===== src/rtl/reg_display_select.sv =====
// rtl/reg_display_select.sv - Register selector/reader that feeds the 8-digit hex display.
// Define REG_DISPLAY_AUTOSCAN_EN to add periodic automatic index stepping.
module reg_display_select #(
    parameter int unsigned DEBOUNCE_CYCLES = 500000,
    parameter int unsigned REFRESH_CYCLES  = 50000,
    parameter int unsigned AUTO_PERIOD     = 50000000
) (
    input  logic        i_clk,
    input  logic        i_rst_n,
    input  logic        i_key_next_n,
    input  logic        i_key_prev_n,
    input  logic        i_freeze,
    output logic        o_rf_req,
    output logic [4:0]  o_rf_addr,
    input  logic        i_rf_ack,
    input  logic [31:0] i_rf_data,
    output logic [31:0] o_rs,
    output logic [4:0]  o_index,
    output logic        o_valid
);
    localparam int DB_W = (DEBOUNCE_CYCLES > 1) ? $clog2(DEBOUNCE_CYCLES) : 1;
    localparam int RF_W = (REFRESH_CYCLES > 1) ? $clog2(REFRESH_CYCLES) : 1;
    localparam logic [DB_W-1:0] DB_MAX = DB_W'(DEBOUNCE_CYCLES - 1);
    localparam logic [RF_W-1:0] RF_MAX = RF_W'(REFRESH_CYCLES - 1);

    typedef enum logic {
        S_IDLE,
        S_REQ
    } state_t;

    // Bit 0 carries the Next key, bit 1 the Prev key; keys idle high.
    logic [1:0]      sync1_q;
    logic [1:0]      sync2_q;
    logic [1:0]      db_level_q;
    logic [DB_W-1:0] db_cnt_q [2];
    logic [1:0]      press;

    always_ff @(posedge i_clk or negedge i_rst_n) begin
        if (!i_rst_n) begin
            sync1_q     <= 2'b11;
            sync2_q     <= 2'b11;
            db_level_q  <= 2'b11;
            db_cnt_q[0] <= '0;
            db_cnt_q[1] <= '0;
        end else begin
            sync1_q <= {i_key_prev_n, i_key_next_n};
            sync2_q <= sync1_q;
            for (int k = 0; k < 2; k++) begin
                if (sync2_q[k] == db_level_q[k]) begin
                    db_cnt_q[k] <= '0;
                end else if (db_cnt_q[k] == DB_MAX) begin
                    db_level_q[k] <= sync2_q[k];
                    db_cnt_q[k]   <= '0;
                end else begin
                    db_cnt_q[k] <= db_cnt_q[k] + 1'b1;
                end
            end
        end
    end

    // Press pulse is the cycle the debounced level is about to fall, so the
    // index can move on the same edge the press is accepted.
    assign press[0] = db_level_q[0] && !sync2_q[0] && (db_cnt_q[0] == DB_MAX);
    assign press[1] = db_level_q[1] && !sync2_q[1] && (db_cnt_q[1] == DB_MAX);

    logic manual_any;
    logic step_up;
    logic step_dn;
    logic step_any;

    assign manual_any = press[0] | press[1];
    assign step_dn    = press[1] & ~press[0];

`ifdef REG_DISPLAY_AUTOSCAN_EN
    localparam int AU_W = (AUTO_PERIOD > 1) ? $clog2(AUTO_PERIOD) : 1;
    localparam logic [AU_W-1:0] AU_MAX = AU_W'(AUTO_PERIOD - 1);

    logic [AU_W-1:0] auto_cnt_q;
    logic            auto_fire;

    assign auto_fire = (auto_cnt_q == AU_MAX);

    always_ff @(posedge i_clk or negedge i_rst_n) begin
        if (!i_rst_n) begin
            auto_cnt_q <= '0;
        end else if (manual_any || auto_fire) begin
            auto_cnt_q <= '0;
        end else begin
            auto_cnt_q <= auto_cnt_q + 1'b1;
        end
    end

    assign step_up = (press[0] & ~press[1]) | (auto_fire & ~manual_any);
`else
    assign step_up = press[0] & ~press[1];
`endif

    assign step_any = (step_up | step_dn) & ~i_freeze;

    state_t          state_q;
    logic [RF_W-1:0] ref_cnt_q;
    logic            pend_q;
    logic            pend_up_q;
    logic            dir_up_d;
    logic [4:0]      index_d;

    // A fresh event wins over a pending one; 5-bit arithmetic gives the wrap.
    always_comb begin
        dir_up_d = step_any ? step_up : pend_up_q;
        index_d  = dir_up_d ? (o_index + 5'd1) : (o_index - 5'd1);
    end

    always_ff @(posedge i_clk or negedge i_rst_n) begin
        if (!i_rst_n) begin
            state_q   <= S_IDLE;
            ref_cnt_q <= '0;
            pend_q    <= 1'b0;
            pend_up_q <= 1'b0;
            o_rf_req  <= 1'b0;
            o_rf_addr <= 5'd0;
            o_rs      <= 32'd0;
            o_index   <= 5'd0;
            o_valid   <= 1'b0;
        end else begin
            case (state_q)
                S_IDLE: begin
                    if (i_freeze) begin
                        ref_cnt_q <= ref_cnt_q;
                    end else if (step_any || pend_q) begin
                        o_index   <= index_d;
                        o_rf_addr <= index_d;
                        o_valid   <= 1'b0;
                        o_rf_req  <= 1'b1;
                        pend_q    <= 1'b0;
                        ref_cnt_q <= '0;
                        state_q   <= S_REQ;
                    end else if (ref_cnt_q == RF_MAX) begin
                        o_rf_addr <= o_index;
                        o_rf_req  <= 1'b1;
                        ref_cnt_q <= '0;
                        state_q   <= S_REQ;
                    end else begin
                        ref_cnt_q <= ref_cnt_q + 1'b1;
                    end
                end
                S_REQ: begin
                    if (step_any) begin
                        pend_q    <= 1'b1;
                        pend_up_q <= step_up;
                    end
                    if (i_rf_ack) begin
                        o_rs     <= i_rf_data;
                        o_valid  <= 1'b1;
                        o_rf_req <= 1'b0;
                        state_q  <= S_IDLE;
                    end
                end
                default: state_q <= S_IDLE;
            endcase
        end
    end
endmodule


===== config.mk =====
export PLATFORM = sky130hd
export DESIGN_NAME = reg_display_select
export DESIGN_NICKNAME = d
export VERILOG_FILES = /design/src/rtl/reg_display_select.sv
export SDC_FILE = /design/constraint.sdc
export NUM_CORES = 1
export LEC_CHECK = 0
export ABC_AREA = 1
export CORE_MARGIN = 5
export CORE_UTILIZATION = 54
export DETAILED_ROUTE_END_ITERATION = 7
export GPL_TIMING_DRIVEN = 0
export PLACE_DENSITY = 0.86
export RECOVER_POWER = 25
export SKIP_CTS_REPAIR_TIMING = 1
export SLEW_MARGIN = 20
export SYNTH_ARGS = -nofsm -noshare
export SYNTH_HDL_FRONTEND = slang
export SYNTH_SLANG_ARGS = --single-unit

===== constraint.sdc =====
create_clock -name i_clk -period 3.1 [get_ports i_clk]
set_input_delay 0.31 -clock i_clk [delete_from_list [all_inputs] [get_ports i_clk]]
set_output_delay 0.31 -clock i_clk [all_outputs]
set_load 0.03 [all_outputs]

Word-level counts from Yosys, hierarchy flattened

Cells that the tools add are included.

Bits in registers: 107
Input port bits: 38
Output and inout bits: 44
Logic and storage cells: 83

Add/sub/neg operators: 5
Equality and inequality tests: 10
Muxes and demuxes: 26
Bitwise logic cells: 10
Reductions and logical operators: 17

Operators with widths:

| kind                  | number |
|---|---|
| $mux 19               | 4 |
| $add 19x1->19 const B | 2 |
| $eq 19x19->1 const B  | 2 |
| $mux 16               | 2 |
| $add 16x1->16 const B | 1 |
| $eq 16x16->1 const B  | 1 |
| $mux 5                | 3 |
| $reduce_and 3->1      | 5 |
| $mux 1                | 13 |
| $ne 2x2->1 const B    | 4 |
| $pmux 1 s2            | 4 |
| $reduce_and 2->1      | 4 |
| $not 1->1             | 6 |
| $add 5x1->5 const B   | 1 |
| $sub 5x1->5 const B   | 1 |
| $logic_and 1x1->1     | 4 |
| $and 1x1->1           | 3 |
| $ne 3x3->1 const B    | 1 |
| $eq 1x1->1            | 2 |
| $logic_not 1->1       | 2 |
| $reduce_bool 2->1     | 1 |
| $logic_or 1x1->1      | 1 |
| $or 1x1->1            | 1 |

Depth between registers and ports, before layout

Gate-level depths: netlist of the first run.

Word-level depth: 11
Mapped depth: 21
Gate-level depth less buffers: 21

Worst setup path after synthesis of the first run

Ideal clock, no wire load.

Path kind: register to register
Start point: register db_cnt_q[0] (netlist bit)
End point: register o_rf_addr[4]
Setup time: 0.117 ns
Arrival: 2.434 ns
Data required time: 2.983 ns
Slack: 0.549 ns
Cell stages (with the launch flop): 20
Path buffers: 0
Clock period less this slack: 2.551 ns
Path through: dfrtp_1 -> ha_1 -> nand2_2 -> nor2_4 -> and3_1 -> nand2_1 -> ha_1 -> nor2_1 -> nand2_1 -> nand3_1 -> nand2_1 -> inv_1 -> ha_1 -> inv_1 -> nand2_1 -> nand3_1 -> nand3_1 -> nand3_1 -> nand2_1 -> nand2_1

Longest elaborated chain between the ends: 9
Elaborated cells on any way between the ends: 13
Classes of those cells: eq/ne: 1; mux: 3; bitwise: 5; reduce/logical: 4

RTL lines:

| what                                        | line | source |
|---|---|---|
| start, declared                             | 35   | `logic [DB_W-1:0] db_cnt_q [2];` |
| start signal, assigned by index             | 55   | `db_cnt_q[k] <= db_cnt_q[k] + 1'b1;` |
| $eq 19x19->1 *                              | 64   | `assign press[1] = db_level_q[1] && !sync2_q[1] && (db_cnt_q[1] == DB_MAX);` |
| $logic_and 1x1->1 *                         | 64   |  |
| $not 1->1                                   | 95   | `assign step_up = press[0] & ~press[1];` |
| $and 1x1->1                                 | 95   |  |
| $or 1x1->1                                  | 98   | `assign step_any = (step_up \| step_dn) & ~i_freeze;` |
| $and 1x1->1                                 | 98   |  |
| $mux 1 or $logic_or 1x1->1 (tied branches)  | n/a  |  |
| $mux 5 or $reduce_bool 2->1 (tied branches) | n/a  |  |
| $mux 5 or $reduce_and 3->1 (tied branches)  | n/a  |  |
| end signal, assigned                        | 131  | `o_rf_addr <= index_d;` |
| end signal, assigned                        | 138  | `o_rf_addr <= o_index;` |
| end, declared                               | 14   | `output logic [4:0] o_rf_addr,` |

Mark *: on every way between the ends. The rest lies on a longest branch, timed or not.
A chain may end at the register's enable or synchronous reset.

Worst setup path in the final report of the first run

Ends and elaborated chain as after synthesis.

==> results.yml, run 1 <==
yosys:
  synth_largest_area_cell: "dfrtp_1"
  yosys-top-cells-area: "dfrtp_1, mux2_2, nand2_1"
  syn_avg_cell_area_um2: 9.21
  synthFlopType: "dfrtp_1"
  synth_fp_nets: 617
  synth_edf_count: 0
  synth_top_area_share_pct: 48.0
  syn-cell-area_um2: 5270
  synthCells: 572
  yosysUniqueCellTypes: 40
  synthMostInstantiatedCell: "dfrtp_1"
  postSynth.asyncResetShare_pct: 100
  synth-seq-cells: 107
  yosys_warnings: 0
  yosys-top-cells-count: "dfrtp_1, nand2_1, nor2_1"
  synth-seq-area-share_pct: 50.9
cts:
  clk_pin_slew_ns: 0.12
  clkSinkCount: 107
  cts_made_buffers: 9
  clock_path_buffers: 2
  clkLatencyLatePin_ns: 0.38
  cts_tree: "built"
  h-tree-depth: 3
  root_buffer: "clkbuf_8"
setup_path:
  crit_chain: "ha_2, nand2_2, nor2_4, and3_1, nand2_1, ha_1, nor2_2, nand2_1, nand3_1, nand2_1, inv_1, ha_1, inv_1, nand2_1, nand3_1, nand3_1, nand3_1, nand2_1, nand2_1"
  cpMostUsedCell: "nand2_1"
  startpoint_type: "flop"
  path_class: "reg2reg"
  crit_fanout: 5
  cp-end-kind: "flop"
  cpPeakStageDelay_ns: 0.41
  arrival_ns: 3.15
  worst_path_max_delay_cell: "dfrtp_2"
  critPathRequiredTime_ns: 3.38
finish:
  nets: 713
  regArea_um2: 2690
  num-fill-cells: 750
  design_area_um2: 6490
  post-route-util_pct: 67.3
  drive_gt1_share_pct: 15.8
  multi_input_area_um2: 2310
  syn_to_final_growth_pct: 23.2
  insertedDiodeCount: 0
power:
  p_per_area_nw_per_um2: 530
  p_comb_share_pct: 25.9
  swShare_pct: 34.3
  p_switching_mw: 1.18
  power.internal_mw: 2.26
  clockPowerShare_pct: 25.1
  pwr-share-seq_pct: 49.0
  cellLeakagePower_nw: 2.89
  ir_drop_v: 0.000393
global_routing:
  antenna_found_initial: 0
  grt_pass1_vias: 4383
  grt_max_degree: 69
  grt_pass1_wl_mm: 20.0
  overflow: 0
  grt_usage_pct: 21.0
drt:
  num_vias: 4366
  wl_per_cell_um: 14.7
  met1_length_mm: 4.78
  wl_met3_um: 766
  dr.pass1.iters: 5
  top_layer: "met4"
  drt_wl_total_mm: 11.8
  final_antenna_net_count: 0
  via_per_inst: 5.42
  wl_met2_mm: 6.09
  drt_iter0_markers: 290
  post-route-drc-count: 0
die:
  die_w_um: 109
  start_util_pct: 54.7
  num_rows: 36
  die_y_um: 109
  coreArea_um2: 9640
  dieArea_um2: 11800
  ioPinCount: 82
sta:
  slew_viol_final: 41
  hold_ws_ns: 0.362
  period_needed_ns: 2.87
  relSlewSlack_pct: -43.5
  finalSetupTns_ns: 0
  hold_viol: 0
  fin_skew_ns: 0.0121
  clock.fmax_ghz: 0.349
  worst_slew_pin_slew_ns: 2.15
  setup_viol: 0
  fin_crit_sh_pct: 92.4
placed_design:
  place_area_um2: 6280
  io_buffers: 81
  place_congestion: 0.925
  hpwl_mm: 8.88
outcome:
  violations: "max-capacitance violations, max-slew violations"
  status: "finished with violations"
job:
  maxCapViolCount: 1
worst_hold_path:
  min_path_type: "reg2reg"
==> worst paths after layout <==
kind                                   from            to  slack, ns  depth (start not counted)
worst min-delay path             sync1_q[0]    sync2_q[0]       0.36                          0
worst min register to register   sync1_q[0]    sync2_q[0]       0.36                          0
max in group asynchronous           i_rst_n   db_cnt_q[0]       0.54                          3
worst max-delay path            db_cnt_q[0]  o_rf_addr[4]       0.23                         19
worst max register to register  db_cnt_q[0]  o_rf_addr[4]       0.23                         19
min in group asynchronous           i_rst_n  db_cnt_q[14]       1.08                          2
==> registers in the layout (all words and copies together), names as in the netlist, 2 cells and up <==
| name | cells |
|---|---|
| db_cnt_q | 38 |
| o_rs | 32 |
| ref_cnt_q | 16 |
| o_index | 5 |
| o_rf_addr | 5 |
| db_level_q | 2 |
| sync1_q | 2 |
| sync2_q | 2 |
==> power groups by stage <==
stage | clock network, mW | logic (mW) | registers (mW)
2_1_floorplan | 0 | 0.317 | 1.89
5_1_grt | 0.950 | 0.966 | 1.71
6_report | 0.863 | 0.892 | 1.68
4_1_cts | 0.891 | 0.898 | 1.68
3_5_place_dp | 0 | 0.889 | 1.71
3_3_place_gp | 0 | 0.860 | 1.70
==> final cells by class <==
type                       count  area share (%)
buffer                         8           0.617
clock inverter                 7            1.29
inverter                      64            3.70
multi-input combinational    393            35.6
timing repair buffer          85            13.0
tap                          133            2.56
sequential                   107            41.4
clock buffer                   9            1.91
==> through the flow <==
| stage | total power [mW] | setup slack [ns] | std cells |
|---|---|---|---|
| after floorplan | 2.21 | 0.549 | 572 |
| after global placement | 2.55 | -2.23 | 786 |
| after detailed placement | 2.60 | 0.0793 | 787 |
| after CTS | 3.47 | 0.0458 | 803 |
| after global routing | 3.62 | -0.00734 | 806 |
| final | 3.44 | 0.235 | 806 |
==> logic make-up (layout without fill, tap and decap cells) <==
family,after synthesis,after routing,synth area share [%]
compound gates,58,58,5.89
xor+xnor,17,17,2.83
fa+ha+maj,7,7,1.66
buf+inv,72,173,5.32
flops,107,107,50.9
mux,32,32,6.84
simple gates,279,279,26.5
==> critical path: cells and delay by family (launching register included) <==
kind | cells | cell delay [ns]
fa+ha+maj | 3 | 0.69
buf+inv | 2 | 0.11
flops | 1 | 0.41
simple gates | 14 | 1.56
==> cells in the final DEF, fill, tap and decap left out, types with 2 or more instances in the layout <==
master / netlist / routed
inv_2: 8 / 8
xor2_1: 13 / 13
clkdlybuf4s50_1: 0 / 78
buf_4: 1 / 3
clkbuf_8: 0 / 9
nor2_4: 5 / 5
nor4_1: 4 / 4
nand3b_1: 3 / 3
o21ai_0: 12 / 12
nor3_1: 19 / 19
nand4_1: 25 / 25
o21bai_1: 2 / 2
nand2_4: 2 / 2
ha_1: 7 / 6
inv_1: 55 / 55
xnor2_1: 4 / 4
nor3_4: 3 / 3
nand3_1: 30 / 30
mux2_2: 32 / 32
dfstp_2: 6 / 6
o21ai_1: 15 / 15
buf_2: 5 / 5
clkbuf_1: 2 / 3
clkinv_8: 0 / 3
nor2_2: 10 / 11
inv_6: 0 / 4
nand2_1: 88 / 88
nor2_1: 67 / 66
dfrtp_1: 101 / 100
nor3b_1: 8 / 8
dlygate4sd3_1: 0 / 3
a31oi_1: 4 / 4
nand2_2: 8 / 8
nor3_2: 2 / 2
a21oi_1: 21 / 21
==> layer usage <==
layer  vias to the layer above  track usage (%)
met4                         0             5.59
met3                        15             6.04
met5                         -                0
met1                      2120             25.8
met2                       138             36.4
li1                       2093                -
Note: power is estimated with default switching activity, not from simulation.
==> inputs of run 2 (changes only) <==
--- a/config.mk
+++ b/config.mk
@@ -12,6 +12,7 @@
 export GPL_TIMING_DRIVEN = 0
 export PLACE_DENSITY = 0.86
 export RECOVER_POWER = 25
+export REMOVE_ABC_BUFFERS = 1
 export SKIP_CTS_REPAIR_TIMING = 1
 export SLEW_MARGIN = 20
 export SYNTH_ARGS = -nofsm -noshare
==> run 2 against run 1 <==
  * Setup slack improved by 0.00051 ns
  * The flow still finishes with violations (max-capacitance violations, max-slew violations)
  * Largest cell class unchanged
  * Sequential power hardly changed
  * Sequential share of layout area is essentially flat
  * Routed wire length barely moved
  * Die area is the same
  * Clock skew is 0.0078 ns higher
  * Non-clock buffer count fell by 8
  * Fmax about the same
  * Global-route usage is 0.062 points higher
  * Via count fell by 0.25%
  * Critical path type unchanged
==> results.yml, run 2 (synthesis results as in run 1) <==
setup_path:
  critPathRequiredTime_ns: 3.37
  cpMostUsedCell: "nand2_1"
  worst_path_max_delay_cell: "dfrtp_1"
  cpPeakStageDelay_ns: 0.43
  path_class: "reg2reg"
  startpoint_type: "flop"
  crit_fanout: 5
  arrival_ns: 3.14
  crit_chain: "ha_4, nand2_2, nor2_4, and3_1, nand2_1, ha_1, inv_1, nand2_1, nand2_1, nand3_1, nand2_1, inv_1, ha_1, inv_1, nand2_1, nand3_1, nand2_1, nand2_1, nand3_1, nand2_1, nand2_1"
  cp-end-kind: "flop"
placed_design:
  place_congestion: 0.904
  place_area_um2: 6240
  hpwl_mm: 8.45
  dp.cells: 779
  io_buffers: 81
sta:
  fin_crit_sh_pct: 92.4
  clock.fmax_ghz: 0.349
  worst_slew_pin_slew_ns: 1.58
  finalSetupTns_ns: 0
  period_needed_ns: 2.86
  hold_viol: 0
  fin_skew_ns: 0.0199
  slew_viol_final: 28
  setup_viol: 0
  relSlewSlack_pct: -5.61
drt:
  wl_met2_mm: 5.91
  post-route-drc-count: 0
  final_antenna_net_count: 0
  via_per_inst: 5.46
  met1_length_mm: 4.91
  drt_iter0_markers: 351
  dr.pass1.iters: 5
  num_vias: 4355
  wl_met3_um: 763
  wl_per_cell_um: 14.8
  top_layer: "met4"
  drt_wl_total_mm: 11.8
finish:
  final_common_cell: "dfrtp_1"
  layout_common_cells: "dfrtp_1, nand2_1, clkdlybuf4s50_1"
  final_cells: 798
  insertedDiodeCount: 0
  num-fill-cells: 771
  max_flop_register: "db_cnt_q"
  design_area_um2: 6490
  reg_top3: "db_cnt_q: 38 flops, o_rs: 32 flops, ref_cnt_q: 16 flops"
  syn_to_final_growth_pct: 23.2
  largest_reg_flops: 38
  nets: 705
  drive_gt1_share_pct: 15.3
cts:
  clock_path_buffers: 2
  clkLatencyLatePin_ns: 0.38
  cts_made_buffers: 9
  clkSinkCount: 107
  clk_pin_slew_ns: 0.10
  cts_tree: "built"
  h-tree-depth: 3
  root_buffer: "clkbuf_8"
die:
  start_util_pct: 54.7
  ioPinCount: 82
  num_rows: 36
  die_w_um: 109
  die_y_um: 109
  dieArea_um2: 11800
  coreArea_um2: 9640
outcome:
  status: "finished with violations"
  violations: "max-capacitance violations, max-slew violations"
global_routing:
  overflow: 0
  grt_pass1_wl_mm: 19.9
  grt_max_degree: 81
  grt_usage_pct: 21.1
  grt_pass1_vias: 4333
  antenna_found_initial: 0
power:
  ir_drop_v: 0.000349
  cellLeakagePower_nw: 2.88
  fin_total_pwr_mw: 3.48
  p_per_area_nw_per_um2: 536
worst_hold_path:
  min_path_type: "reg2reg"
job:
  maxCapViolCount: 1
## run 2: power by group
| group | total, mW | switching, mW | internal (mW) |
|---|---|---|---|
| clock network | 0.904 | 0.496 | 0.408 |
| registers | 1.69 | 0.131 | 1.56 |
| logic | 0.891 | 0.511 | 0.381 |
| total | 3.48 | 1.14 | 2.35 |
## run 2: routing by layer
metal  GRT usage [%]  up-vias
li1                -     2079
met1            26.7     2093
met2            35.7      157
met3            4.97       26
met4            7.12        0
met5               0        -
## run 2: per-stage QoR
stage	worst slack, ns	hold slack [ns]	util [%]
floorplan	0.491	0.0144	-
global placement	-2.20	0.346	64.4
detailed placement	-0.166	0.195	64.7
CTS	-0.214	-0.224	66.9
global route	-0.0154	0.368	67.4
finish	0.235	0.362	67.4
## run 2: worst max-delay path, delay by kind of cell (launching register included)
family	cells	cell delay [ns]
fa+ha+maj	3	0.69
buf+inv	3	0.18
flops	1	0.43
simple gates	15	1.46
## run 2: final cells by class
| class | count | area, um^2 | area share [%] |
|---|---|---|---|
| Clock buffer | 11 | 141 | 2.18 |
| Sequential cell | 107 | 2690 | 41.4 |
| Tap cell | 133 | 166 | 2.56 |
| Multi-Input combinational cell | 393 | 2340 | 36.0 |
| Timing Repair Buffer | 85 | 857 | 13.2 |
| Clock inverter | 5 | 66.3 | 1.02 |
| Inverter | 64 | 240 | 3.70 |
## run 2: final timing paths
path	start	to	slack, ns	cells past startpoint
max	db_cnt_q[1]	o_rf_addr[4]	0.24	21
min	sync1_q[1]	sync2_q[1]	0.36	0
max reg2reg	db_cnt_q[1]	o_rf_addr[4]	0.24	21
min reg2reg	sync1_q[1]	sync2_q[1]	0.36	0
max in group asynchronous	i_rst_n	db_level_q[0]	1.17	3
min in group asynchronous	i_rst_n	db_cnt_q[27]	0.86	2
